$ cat src/rtl/wb_block_initiator_if.sv
// Bus bundle for wb_block_initiator: command, write/read streams and the
// Wishbone initiator signals. master = initiator side, slave = harness side.
interface wb_block_initiator_if #(
    parameter int AW    = 32,
    parameter int CNT_W = 10
);
    logic             cmd_valid;
    logic             cmd_ready;
    logic             cmd_we;
    logic [AW-1:0]    cmd_addr;
    logic [CNT_W-1:0] cmd_count;
    logic [3:0]       cmd_sel;
    logic             wdat_valid;
    logic             wdat_ready;
    logic [31:0]      wdat;
    logic             rdat_valid;
    logic             rdat_ready;
    logic [31:0]      rdat;
    logic             done;
    logic             error;
    logic             wbm_cyc_o;
    logic             wbm_stb_o;
    logic             wbm_we_o;
    logic [3:0]       wbm_sel_o;
    logic [AW-1:0]    wbm_adr_o;
    logic [31:0]      wbm_dat_o;
    logic             wbm_ack_i;
    logic [31:0]      wbm_dat_i;

    modport master (
        input  cmd_valid, cmd_we, cmd_addr, cmd_count, cmd_sel,
        input  wdat_valid, wdat, rdat_ready, wbm_ack_i, wbm_dat_i,
        output cmd_ready, wdat_ready, rdat_valid, rdat, done, error,
        output wbm_cyc_o, wbm_stb_o, wbm_we_o, wbm_sel_o,
        output wbm_adr_o, wbm_dat_o
    );

    modport slave (
        output cmd_valid, cmd_we, cmd_addr, cmd_count, cmd_sel,
        output wdat_valid, wdat, rdat_ready, wbm_ack_i, wbm_dat_i,
        input  cmd_ready, wdat_ready, rdat_valid, rdat, done, error,
        input  wbm_cyc_o, wbm_stb_o, wbm_we_o, wbm_sel_o,
        input  wbm_adr_o, wbm_dat_o
    );
endinterface

$ cat src/rtl/wb_block_initiator.sv
// Wishbone classic-cycle block initiator: one beat per bus cycle.
// Define WB_INIT_TIMEOUT_EN to abort a beat after TIMEOUT_CYC cycles.
module wb_block_initiator #(
    parameter int AW          = 32,
    parameter int CNT_W       = 10,
    parameter int TIMEOUT_CYC = 255
) (
    input  logic wb_clk_i,
    input  logic wb_rst_i,
    wb_block_initiator_if.master bus
);

    localparam logic [2:0] S_IDLE  = 3'd0;
    localparam logic [2:0] S_FETCH = 3'd1;
    localparam logic [2:0] S_REQ   = 3'd2;
    localparam logic [2:0] S_PUSH  = 3'd3;
    localparam logic [2:0] S_DONE  = 3'd4;

    logic [2:0]       state_q, state_d;
    logic [AW-1:0]    adr_q,   adr_d;
    logic [31:0]      dat_q,   dat_d;
    logic             we_q,    we_d;
    logic [3:0]       sel_q,   sel_d;
    logic [CNT_W-1:0] rem_q,   rem_d;
    logic [31:0]      rdat_q,  rdat_d;
    logic             rvld_q,  rvld_d;

`ifdef WB_INIT_TIMEOUT_EN
    localparam int TW = $clog2(TIMEOUT_CYC + 1);
    logic [TW-1:0] tmo_q, tmo_d;
    logic          err_q, err_d;
`endif

    // Next-state logic: command accept, beat sequencing, stream handshakes
    always_comb begin
        state_d = state_q;
        adr_d   = adr_q;
        dat_d   = dat_q;
        we_d    = we_q;
        sel_d   = sel_q;
        rem_d   = rem_q;
        rdat_d  = rdat_q;
        rvld_d  = rvld_q;
`ifdef WB_INIT_TIMEOUT_EN
        tmo_d   = '0;
        err_d   = err_q;
`endif
        unique case (state_q)
            S_IDLE: begin
                if (bus.cmd_valid) begin
                    we_d  = bus.cmd_we;
                    sel_d = bus.cmd_sel;
                    adr_d = {bus.cmd_addr[AW-1:2], 2'b00};
                    rem_d = bus.cmd_count;
`ifdef WB_INIT_TIMEOUT_EN
                    err_d = 1'b0;
`endif
                    if (bus.cmd_count == '0)
                        state_d = S_DONE;
                    else if (bus.cmd_we)
                        state_d = S_FETCH;
                    else
                        state_d = S_REQ;
                end
            end
            S_FETCH: begin
                if (bus.wdat_valid) begin
                    dat_d   = bus.wdat;
                    state_d = S_REQ;
                end
            end
            S_REQ: begin
                if (bus.wbm_ack_i) begin
                    adr_d = adr_q + AW'(4);
                    rem_d = rem_q - CNT_W'(1);
                    if (we_q) begin
                        state_d = (rem_q == CNT_W'(1)) ? S_DONE : S_FETCH;
                    end else begin
                        rdat_d  = bus.wbm_dat_i;
                        rvld_d  = 1'b1;
                        state_d = S_PUSH;
                    end
                end
`ifdef WB_INIT_TIMEOUT_EN
                else if (tmo_q == TW'(TIMEOUT_CYC - 1)) begin
                    err_d   = 1'b1;
                    state_d = S_DONE;
                end else begin
                    tmo_d = tmo_q + TW'(1);
                end
`endif
            end
            S_PUSH: begin
                if (bus.rdat_ready) begin
                    rvld_d  = 1'b0;
                    state_d = (rem_q == '0) ? S_DONE : S_REQ;
                end
            end
            S_DONE: begin
                state_d = S_IDLE;
            end
            default: begin
                state_d = S_IDLE;
            end
        endcase
    end

    // State and datapath registers; reset abandons any block in flight
    always_ff @(posedge wb_clk_i or posedge wb_rst_i) begin
        if (wb_rst_i) begin
            state_q <= S_IDLE;
            adr_q   <= '0;
            dat_q   <= '0;
            we_q    <= 1'b0;
            sel_q   <= '0;
            rem_q   <= '0;
            rdat_q  <= '0;
            rvld_q  <= 1'b0;
        end else begin
            state_q <= state_d;
            adr_q   <= adr_d;
            dat_q   <= dat_d;
            we_q    <= we_d;
            sel_q   <= sel_d;
            rem_q   <= rem_d;
            rdat_q  <= rdat_d;
            rvld_q  <= rvld_d;
        end
    end

`ifdef WB_INIT_TIMEOUT_EN
    // Ack watchdog: counter restarts on every fresh strobe
    always_ff @(posedge wb_clk_i or posedge wb_rst_i) begin
        if (wb_rst_i) begin
            tmo_q <= '0;
            err_q <= 1'b0;
        end else begin
            tmo_q <= tmo_d;
            err_q <= err_d;
        end
    end

    assign bus.error = err_q;
`else
    assign bus.error = 1'b0;
`endif

    // Address bits [1:0] are ignored (word aligned)
    logic unused_ok;
    assign unused_ok = ^{bus.cmd_addr[1:0], (TIMEOUT_CYC > 0)};

    assign bus.cmd_ready  = (state_q == S_IDLE);
    assign bus.wdat_ready = (state_q == S_FETCH);
    assign bus.wbm_cyc_o  = (state_q == S_REQ);
    assign bus.wbm_stb_o  = (state_q == S_REQ);
    assign bus.wbm_we_o   = we_q;
    assign bus.wbm_sel_o  = sel_q;
    assign bus.wbm_adr_o  = adr_q;
    assign bus.wbm_dat_o  = dat_q;
    assign bus.rdat       = rdat_q;
    assign bus.rdat_valid = rvld_q;
    assign bus.done       = (state_q == S_DONE);

endmodule
$ cat src/flat_wrapper.sv
// flat-port wrapper written by rule: the top's interface ports become plain ports
module wb_block_initiator_flat 
#(
    parameter int AW          = 32,
    parameter int CNT_W       = 10,
    parameter int TIMEOUT_CYC = 255
)
  (wb_clk_i, wb_rst_i, bus_cmd_valid, bus_cmd_we, bus_cmd_addr, bus_cmd_count, bus_cmd_sel, bus_wdat_valid, bus_wdat, bus_rdat_ready, bus_wbm_ack_i, bus_wbm_dat_i, bus_cmd_ready, bus_wdat_ready, bus_rdat_valid, bus_rdat, bus_done, bus_error, bus_wbm_cyc_o, bus_wbm_stb_o, bus_wbm_we_o, bus_wbm_sel_o, bus_wbm_adr_o, bus_wbm_dat_o);
  wb_block_initiator_if #(.AW(AW), .CNT_W(CNT_W)) bus_i ();
  input  logic wb_clk_i;
  input  logic wb_rst_i;
  input wire logic [$bits(bus_i.cmd_valid)-1:0] bus_cmd_valid;
  input wire logic [$bits(bus_i.cmd_we)-1:0] bus_cmd_we;
  input wire logic [$bits(bus_i.cmd_addr)-1:0] bus_cmd_addr;
  input wire logic [$bits(bus_i.cmd_count)-1:0] bus_cmd_count;
  input wire logic [$bits(bus_i.cmd_sel)-1:0] bus_cmd_sel;
  input wire logic [$bits(bus_i.wdat_valid)-1:0] bus_wdat_valid;
  input wire logic [$bits(bus_i.wdat)-1:0] bus_wdat;
  input wire logic [$bits(bus_i.rdat_ready)-1:0] bus_rdat_ready;
  input wire logic [$bits(bus_i.wbm_ack_i)-1:0] bus_wbm_ack_i;
  input wire logic [$bits(bus_i.wbm_dat_i)-1:0] bus_wbm_dat_i;
  output wire logic [$bits(bus_i.cmd_ready)-1:0] bus_cmd_ready;
  output wire logic [$bits(bus_i.wdat_ready)-1:0] bus_wdat_ready;
  output wire logic [$bits(bus_i.rdat_valid)-1:0] bus_rdat_valid;
  output wire logic [$bits(bus_i.rdat)-1:0] bus_rdat;
  output wire logic [$bits(bus_i.done)-1:0] bus_done;
  output wire logic [$bits(bus_i.error)-1:0] bus_error;
  output wire logic [$bits(bus_i.wbm_cyc_o)-1:0] bus_wbm_cyc_o;
  output wire logic [$bits(bus_i.wbm_stb_o)-1:0] bus_wbm_stb_o;
  output wire logic [$bits(bus_i.wbm_we_o)-1:0] bus_wbm_we_o;
  output wire logic [$bits(bus_i.wbm_sel_o)-1:0] bus_wbm_sel_o;
  output wire logic [$bits(bus_i.wbm_adr_o)-1:0] bus_wbm_adr_o;
  output wire logic [$bits(bus_i.wbm_dat_o)-1:0] bus_wbm_dat_o;
  assign bus_i.cmd_valid = bus_cmd_valid;
  assign bus_i.cmd_we = bus_cmd_we;
  assign bus_i.cmd_addr = bus_cmd_addr;
  assign bus_i.cmd_count = bus_cmd_count;
  assign bus_i.cmd_sel = bus_cmd_sel;
  assign bus_i.wdat_valid = bus_wdat_valid;
  assign bus_i.wdat = bus_wdat;
  assign bus_i.rdat_ready = bus_rdat_ready;
  assign bus_i.wbm_ack_i = bus_wbm_ack_i;
  assign bus_i.wbm_dat_i = bus_wbm_dat_i;
  assign bus_cmd_ready = bus_i.cmd_ready;
  assign bus_wdat_ready = bus_i.wdat_ready;
  assign bus_rdat_valid = bus_i.rdat_valid;
  assign bus_rdat = bus_i.rdat;
  assign bus_done = bus_i.done;
  assign bus_error = bus_i.error;
  assign bus_wbm_cyc_o = bus_i.wbm_cyc_o;
  assign bus_wbm_stb_o = bus_i.wbm_stb_o;
  assign bus_wbm_we_o = bus_i.wbm_we_o;
  assign bus_wbm_sel_o = bus_i.wbm_sel_o;
  assign bus_wbm_adr_o = bus_i.wbm_adr_o;
  assign bus_wbm_dat_o = bus_i.wbm_dat_o;
  wb_block_initiator #(.AW(AW), .CNT_W(CNT_W), .TIMEOUT_CYC(TIMEOUT_CYC)) u_core (.wb_clk_i(wb_clk_i), .wb_rst_i(wb_rst_i), .bus(bus_i));
endmodule
$ cat config.mk
export PLATFORM = sky130hd
export DESIGN_NAME = wb_block_initiator_flat
export DESIGN_NICKNAME = d
export VERILOG_FILES = /design/src/rtl/wb_block_initiator_if.sv /design/src/rtl/wb_block_initiator.sv /design/src/flat_wrapper.sv
export SDC_FILE = /design/constraint.sdc
export NUM_CORES = 1
export LEC_CHECK = 0
export CORE_UTILIZATION = 39
export DETAILED_ROUTE_END_ITERATION = 8
export GPL_TIMING_DRIVEN = 0
export PLACE_DENSITY_LB_ADDON = 0.1
export SYNTH_ARGS = -nofsm -noshare
export SYNTH_HDL_FRONTEND = slang
export SYNTH_SLANG_ARGS = --single-unit
export TNS_END_PERCENT = 1
$ cat constraint.sdc
create_clock -name wb_clk_i -period 4.54 [get_ports wb_clk_i]
set_input_delay 1.362 -clock wb_clk_i [delete_from_list [all_inputs] [get_ports wb_clk_i]]
set_output_delay 1.362 -clock wb_clk_i [all_outputs]
set_load 0.05 [all_outputs]
==> out/qor.txt <==
Status -> completed
CTS root buf -> clkbuf_16
Die W -> 121.3 um
Hold_buf cts -> 0
Crit-path leading delay family -> buffers and inverters
Final hold slack -> 481.6 ps
Max Fclk -> 230.3 MHz
CP peak stage delay -> 790 ps
Area grow syn2layout -> 54.67%
Critical Path Sink Type -> output port
Ys async rst share -> 100.0%
Unrepaired setup endpoints after global routing -> no
Row Count -> 43
Commonest non-fill, non-tap cells in the layout -> 219 x clkdlybuf4s50_1, 113 x dfrtp_1, 65 x mux2_2, 39 x nand2_1, 36 x a21oi_1
Post-synthesis mux area share -> 15.99%
Grt ovf -> 0
Share of cells above drive strength 1 -> 17.91%
Per-cell routed wire length -> 17.42 um
Number of fill cells in the layout -> 1167
Worst min path class -> flip-flop to flip-flop
Final nets -> 872
Largest family of logic cells by synthesized area -> multiplexers
CP Cell Sequence -> buf_2, and2b_1, nand2b_1, inv_2, buf_2, buf_2, buf_4, clkdlybuf4s50_1
Via density -> 5.371
Post_cts resized -> 0
Compound-gate portion of the synthesized area -> 13.52%
IO Port Bufs -> 219
MaxCap Viol Count -> 0
Buffers plus inverters on the worst setup path -> 6
Iter 0 DRT Violations -> 426
WP data required -> 3180 ps
Synth Cell Area -> 5554 um^2
Synthesized flop and latch total -> 113
Number of diodes -> 0
Synth Instances -> 511
DR pass1 iterations -> 4
Max Transition Viols Final -> 0
Final Hold Fails -> 0
Pleak -> 3.477 nW
Core Area -> 13880 um^2
Largest net degree at the start of global routing -> 91
Via count -> 5076
Initial Util -> 40.01%
Simple-Gate Fraction of Synth Area -> 15.05%
CTS buffer count -> 17
Top cells by area, synth -> dfrtp_1 51%, mux2_2 13%, a21oi_1 3.2%, nand2_1 2.6%, nand3_1 2.5%
Post-synth cell types -> 65
Clock slew at reported path FFs -> 50 ps
Ys flop type -> dfrtp_1
IO Count -> 225
Syn. warnings -> 0
Tcrit/Tclk final -> 95.66%
DRT antenna net count -> 0
Post-synth EDFFs -> 0
First-pass GRT wire length -> 26320 um
Total wire length -> 16460 um
Syn Area/Cell -> 10.87 um^2
Die Ht -> 121.3 um
Total track usage -> 23.40%
Arrival time at the worst endpoint -> 2980 ps
# setup viols final -> 0
Hpwl dp -> 11870 um
H-tree levels -> 4
Biggest area consumer among synthesized cells -> dfrtp_1
Most common cell after layout, fill and taps aside -> clkdlybuf4s50_1
Most used cell, CP -> buf_2
Adder-Cell Fraction of Synth Area -> 0.6758%
Overall power -> 7.741 mW
CTS Buffer Depth -> 2
Antenna violations before repair -> 0
RD Place Congestion -> 0.8596
Clock sinks -> 113
Maximum VDD drop -> 461.4 uV
DR DRC count -> 0
Sequential area share after synthesis -> 50.91%
Die area -> 14720 um^2
Setup Skew -> 7.652 ps
Area share of the largest cell type after synthesis -> 50.91%
Vias in the first global route -> 5060
Setup Fix Bufs, Post-CTS -> 0
Startpoint Class -> flip-flop
Worst-Margin Slew -> 669.8 ps
WS Path Type -> flip-flop to output port
Xor/xnor share of the synthesized area -> 0%
Slew margin rel. -> 54.93%
Pwr/cell area -> 901.1 nW/um^2
CTS tree -> built
Critical Path Slowest Stage Cell -> clkdlybuf4s50_1
Clock Latency Late Sink -> 420 ps
Max FO, Critical Path -> 11
Tmin final -> 4343 ps
## layer usage
metal	GRT usage, %	vias to the layer above	share of wire, %
li1	-	2366	-
met1	29.94	2481	43
met2	37.39	200	49
met5	0	-	0
met3	5.733	29	6.7
met4	10.26	0	2.1
## cell type report
type / instances / area (um^2) / area share (%)
clock buffer: 18 / 439.2 / 5.112
timing repair buffer: 220 / 2220 / 25.84
buffer: 33 / 165.2 / 1.923
tap: 180 / 225.2 / 2.622
sequential: 113 / 2828 / 32.92
clock inverter: 14 / 140.1 / 1.631
multi-input combinational: 355 / 2524 / 29.38
inverter: 12 / 50.05 / 0.5826
## registers in the layout (all words and copies together) (netlist names)
name,count
u_core.state_q,3
u_core.bus.wbm_sel_o,4
u_core.bus.wbm_dat_o,32
u_core.bus.wbm_adr_o,30
u_core.bus.wbm_we_o,1
u_core.rem_q,10
u_core.bus.rdat_valid,1
u_core.bus.rdat,32
## through the flow
stage	cell area (um^2)	util [%]	std cells	TNS, ps	worst slack, ps
after CTS	8591	61.89	945	0	204.8
after floorplan	5562	-	513	0	190.6
after global placement	7979	57.48	912	-177210	-1576
after global routing	8591	61.89	945	0	23.34
final	8591	61.89	945	0	197.1
after detailed placement	8011	57.72	913	0	662.0
## logic make-up (layout without fill, tap and decap cells)
kind of cell	count (synthesis)	in the layout
DFF	113	113
adders and majority gates	3	3
and+or+nand+nor	151	151
other	1	3
buffers and inverters	45	297
muxes	80	80
AOI/OAI and AO/OA	118	118
## synth_stat cells (all sizes together) (8+ instances only)
library cell and n:
a21oi 37, a2bb2oi 9, and2 8, buf 25, clkbuf 8, dfrtp 113, inv 12, mux2 70
mux2i 10, nand2 40, nand3 29, nor2 25, nor3 11, o21ai 27, o22ai 8
## worst reg2reg max path: cells and delay by family, from the launching register on
kind,cells,cell delay (ps)
DFF,1,350
and+or+nand+nor,4,840
buffers and inverters,3,580
muxes,1,360
## power breakdown
part | leakage (nW) | internal [mW] | switching, mW | total [mW]
clock network | 0.274 | 0.816 | 0.472 | 1.29
registers | 1.33 | 1.52 | 0.432 | 1.95
logic | 1.87 | 1.63 | 2.87 | 4.50
## final timing paths
kind	from	endpoint	slack, ps	depth (start not counted)
min in group asynchronous	wb_rst_i	u_core.bus.wbm_dat_o[21]	1270	2
setup / recovery	u_core.state_q[2]	bus_wbm_stb_o	200	8
setup reg to reg	u_core.state_q[2]	u_core.bus.rdat[6]	2290	8
max in group asynchronous	wb_rst_i	u_core.bus.wbm_adr_o[9]	2530	3
hold / removal	u_core.bus.rdat[31]	u_core.bus.rdat[31]	480	1
hold reg to reg	u_core.bus.rdat[31]	u_core.bus.rdat[31]	480	1
Power figures use the tool's default switching activity.
==> patch 1: new RTL, same settings <==
`CNT_W` is set to 10 in 3 places; all go to 20.
--- a/src/rtl/wb_block_initiator_if.sv
+++ b/src/rtl/wb_block_initiator_if.sv
@@ -4,3 +4,3 @@
     parameter int AW    = 32,
-    parameter int CNT_W = 10
+    parameter int CNT_W = 20
 );
--- a/src/rtl/wb_block_initiator.sv
+++ b/src/rtl/wb_block_initiator.sv
@@ -4,3 +4,3 @@
     parameter int AW          = 32,
-    parameter int CNT_W       = 10,
+    parameter int CNT_W       = 20,
     parameter int TIMEOUT_CYC = 255
--- a/src/flat_wrapper.sv
+++ b/src/flat_wrapper.sv
@@ -4,3 +4,3 @@
     parameter int AW          = 32,
-    parameter int CNT_W       = 10,
+    parameter int CNT_W       = 20,
     parameter int TIMEOUT_CYC = 255
Ports: changed (resized bus_cmd_count); port bits go from 225 to 235. No check against the original RTL was run, so the function may have changed too.
==> patch 1 against the original RTL <==
Die area up 11%. Worst setup slack gained 0.028 ns. Sequential cell count up 10. Utilization shrank 0.54 points. Cell area up 9.4%. Critical path depth increased by 1. Synthesized area up 11%. Total power is 5.9% higher. Maximum frequency grew 0.64%. Clock power rose by 9%. Sequential share of layout area shrank 0.16 points. Largest power group unchanged. Combinational power rose by 4%. Routed wire length grew 23%. Synthesized cell count up 18%.
==> patch 1: results (changes against the original RTL) <==
stage	metric	value	unit	change
synth	synth_common_cells	123 x dfrtp_1, 69 x nand2_1, 53 x mux2_2		was 113 x dfrtp_1, 65 x mux2_2, 39 x nand2_1
route	first_iter_violations	423		was 426
grt	grt_max_degree	36		was 91
timing	worstMarginPinSlew	0.768	ns	was 0.670 ns
synth	synth.distinct_cells	60		was 65
grt	grtUsageMet3	0.0764		was 0.0573
grt	gr-usage-all-layers	0.252		was 0.234
critical_path	worstPathArrival	2.95	ns	was 2.98 ns
route	vias_per_cell	5.52		was 5.37
placed_design	post-place-ws	0.435	ns	was 0.662 ns
grt	grt_pass1_wl	31000	um	was 26,300 um
synth	synth.area.top_cells	dfrtp_1 50%, mux2_2 9.7%, nand2_1 4.2%		was dfrtp_1 51%, mux2_2 13%, a21oi_1 3.2%
timing	timing.fmax	232	MHz	was 230 MHz
grt	grt_use_met2	0.421		was 0.374
route	wl_per_cell	18.8	um	was 17.4 um
clock_network	cts_resized	1		was 0
placed_design	port_buffers	229		was 219
route	drtPass1Iterations	5		was 4
layout	num-fill-cells	1319		was 1,167
placed_design	dpl.hpwl	14800	um	was 11,900 um
timing	fin_skew	0.00834	ns	was 0.00765 ns
placed_design	placedCellCount	1047		was 913
layout	drive_above_1_share	0.149		was 0.179
layout	fin_nets	986		was 872
timing	whs	0.480	ns	was 0.482 ns
status	status	complete, no violations		unchanged
grt	grt_pass1_vias	5800		was 5,060
## patch 1: final cells by class
type / count / area, um^2 / area share
tap: 211 / 264 / 0.0281
timing repair buffer: 232 / 2350 / 0.250
buffer: 40 / 198 / 0.0210
clock buffer: 18 / 439 / 0.0467
sequential: 123 / 3080 / 0.328
clock inverter: 14 / 170 / 0.0181
inverter: 9 / 37.5 / 0.00400
multi-input combinational: 432 / 2860 / 0.304
## patch 1: power by group through the flow
stage	Sequential [mW]	Clock, mW	Combinational [mW]
after CTS	2.11	1.42	4.68
after global placement	2.09	0	4.60
after detailed placement	2.12	0	4.67
final	2.12	1.40	4.68
after global routing	2.20	1.47	4.92
after floorplan	3.61	0	1.53
## patch 1: logic make-up (layout without fill, tap and decap cells)
family / after synthesis / in the layout / share of synthesized area
and+or+nand+nor: 201 / 201 / 0.169
AOI/OAI and AO/OA: 157 / 157 / 0.162
DFF: 123 / 123 / 0.500
muxes: 67 / 67 / 0.122
buffers and inverters: 49 / 313 / 0.0376
adders and majority gates: 4 / 4 / 0.00813
other: 1 / 3 / 0.000609
## patch 1: worst max-delay path, delay by kind of cell (launching register included)
family | cells | cell delay, ns
buffers and inverters | 7 | 1.81
DFF | 1 | 0.35
and+or+nand+nor | 2 | 0.36
## patch 1: path summary, 6_finish.rpt
check                           depth (start not counted)                    start                       to
worst max-delay path                                    9        u_core.state_q[0]            bus_wbm_stb_o
worst min-delay path                                    2  u_core.bus.wbm_sel_o[1]  u_core.bus.wbm_sel_o[1]
worst max register to register                          8        u_core.state_q[0]      u_core.bus.rdat[16]
worst min register to register                          2  u_core.bus.wbm_sel_o[1]  u_core.bus.wbm_sel_o[1]
max in group asynchronous                               4                 wb_rst_i       u_core.bus.rdat[6]
min in group asynchronous                               2                 wb_rst_i      u_core.bus.rdat[17]
==> patch 2: new RTL, same flow settings <==
Made on the original files. `adr_q`, `dat_q` and `rdat_q` no longer have a reset.
--- a/src/rtl/wb_block_initiator.sv
+++ b/src/rtl/wb_block_initiator.sv
@@ -111,4 +111,2 @@
             state_q <= S_IDLE;
-            adr_q   <= '0;
-            dat_q   <= '0;
             we_q    <= 1'b0;
@@ -116,3 +114,2 @@
             rem_q   <= '0;
-            rdat_q  <= '0;
             rvld_q  <= 1'b0;
@@ -120,4 +117,2 @@
             state_q <= state_d;
-            adr_q   <= adr_d;
-            dat_q   <= dat_d;
             we_q    <= we_d;
@@ -125,5 +120,10 @@
             rem_q   <= rem_d;
-            rdat_q  <= rdat_d;
             rvld_q  <= rvld_d;
         end
+    end
+
+    always_ff @(posedge wb_clk_i) begin
+        adr_q  <= adr_d;
+        dat_q  <= dat_d;
+        rdat_q <= rdat_d;
     end
Formal check against the unedited RTL: not equivalent (a bounded check fails within 4 cycles, from zero or initial values and one cycle with wb_rst_i high).
==> patch 2 against the original RTL <==
Worst setup slack better by 0.25 ns. Synthesized area is 12% lower. Critical path depth is 1 lower. Count of clock-buffer cells in the layout stayed put. Die area is 12% lower. Cell area is 8.6% lower. Routed wire length is 17% lower. Sequential cell count stayed put. Register-to-register slack worse by 0.24 ns. Non-clock buffer count is 16 lower. Global-route usage is 1.6 points lower.
Power is not compared: it rests on default switching activity, and its combinational part moved more than twofold at a synthesized area within 25%.
==> patch 2: results (changes against the original RTL) <==
stage	metric	value	unit	change
route	num_vias	3933		was 5,076
critical_path	crit_start	u_core.state_q[1]		was u_core.state_q[2]
clock_network	clk_latency	0.42	ns	about the same
grt	antenna_found_initial	0		unchanged
worst_hold_path	hp-class	register to register		unchanged
synth	synth.area.top_cells	edfxtp_1 58%, dfrtp_1 9.8%, o21ai_0 4.9%		was dfrtp_1 51%, mux2_2 13%, a21oi_1 3.2%
clock_network	cts_buffers	17		unchanged
clock_network	cts_setup_buffers	0		unchanged
synth	synth_edf_count	94		was 0
placed_design	place_area	7280	um^2	was 8010 um^2
placed_design	dpl.hpwl	9850	um	was 11,900 um
clock_network	clk_path_buf_depth	2		unchanged
worst_hold_path	hp-start	u_core.bus.wbm_sel_o[0]		was u_core.bus.rdat[31]
grt	grt_pass1_wl	20900	um	was 26,300 um
route	drtPass1Iterations	4		unchanged
critical_path	path_max_fanout	11		unchanged
clock_network	cts.clk_slew.worst_paths	0.06	ns	
layout	drive_above_1_share	0.0862		was 0.179
critical_path	worstPathArrival	2.73	ns	was 2.98 ns
route	first_iter_violations	305		was 426
timing	fin_skew	0.00415	ns	was 0.00765 ns
critical_path	cp_slowest_stage_delay	0.79	ns	about the same
critical_path	crit_family	buffers and inverters		unchanged
power	ir_worst_vdd	454	uV	
grt	grt_max_degree	40		was 91
clock_network	ctsHtreeMaxLevel	4		unchanged
synth	synth-warning-count	0		unchanged
timing	slew_violations	0		unchanged
clock_network	cts_resized	0		unchanged
grt	gr-usage-all-layers	0.218		was 0.234
layout	antenna_cells	0		unchanged
synth	synth.distinct_cells	46		was 65
route	wl_per_cell	16.9	um	was 17.4 um
placed_design	gp_congestion	0.823		was 0.860
status	status	complete, no violations		unchanged
synth	ys_seq_area_frac	0.677		was 0.509
synth	synth_ff_type	edfxtp_1		was dfrtp_1
power	leakage	2.81	nW	
placed_design	post-place-ws	0.849	ns	was 0.662 ns
placed_design	port_buffers	219		unchanged
synth	synthArstFlopShare	0.168		was 1.00
clock_network	root_buffer	clkbuf_16		unchanged
critical_path	cp_slowest_cell	clkdlybuf4s50_1		unchanged
timing	worstMarginPinSlew	0.886	ns	was 0.670 ns
timing	hold_violations	0		unchanged
synth	synth_common_cells	94 x edfxtp_1, 56 x nand2_1, 48 x o21ai_0		was 113 x dfrtp_1, 65 x mux2_2, 39 x nand2_1
layout	fin_nets	745		was 872
==> patch 2: changes by cell type after synthesis, sizes merged, moves of 11 or more <==
cell,before,now
nand3,29,13
nand2,40,56
xnor2,0,18
edfxtp,0,94
dfrtp,113,19
buf,25,14
mux2,70,5
a21oi,37,10
nor2,25,8
o21ai,27,49
==> patch 2: final cells by class <==
class | count | area, um^2
Buffer | 18 | 93.8
Clock buffer | 18 | 429
Clock inverter | 14 | 140
Fill cell | 1010 | 4260
Inverter | 10 | 37.5
Multi-Input combinational cell | 246 | 1450
Sequential cell | 113 | 3300
Tap cell | 168 | 210
Timing Repair Buffer | 219 | 2190
==> patch 2: per-stage QoR <==
stage / hold slack [ns] / std cells / utilization
finish: 0.506 / 806 / 0.648
global route: 0.540 / 806 / 0.648
detailed placement: 0.495 / 774 / 0.601
global placement: 0.485 / 774 / 0.601
CTS: 0.508 / 806 / 0.648
floorplan: 0.461 / 387 / -
==> patch 2: routing by layer <==
| layer | wire length, um | track usage | vias up |
|---|---|---|---|
| met2 | 6690 | 0.359 | 168 |
| met3 | 1020 | 0.0691 | 21 |
| met4 | 214 | 0.0851 | 0 |
| met1 | 5690 | 0.266 | 1839 |
| met5 | 0 | 0 | - |
| li1 | - | - | 1905 |
==> patch 2: power breakdown <==
group	internal, mW	total, mW	switching [mW]	leakage (nW)
sequential	1.51	1.73	0.224	1.10
combinational	0.759	2.24	1.48	1.45
clock	0.803	1.29	0.484	0.270
total	3.07	5.25	2.18	2.81
==> patch 2: kinds of logic after synthesis <==
family          Yosys count  synth area share
compound gates           72            0.0822
xor+xnor                 28            0.0504
fa+ha+maj                 3           0.00771
buf+inv                  28            0.0270
flops                   113             0.677
mux                       7            0.0157
other cells               1          0.000770
simple gates            133             0.139
==> patch 2: final timing paths <==
path	endpoint	slack [ns]	cells after the start
max in group asynchronous	u_core.state_q[2]	2.69	2
worst min-delay path	u_core.bus.wbm_sel_o[0]	0.51	1
worst max register to register	u_core.bus.rdat[6]	2.05	6
min in group asynchronous	u_core.rem_q[0]	1.38	2
worst min register to register	u_core.bus.wbm_sel_o[0]	0.51	1
worst max-delay path	bus_wbm_stb_o	0.44	7
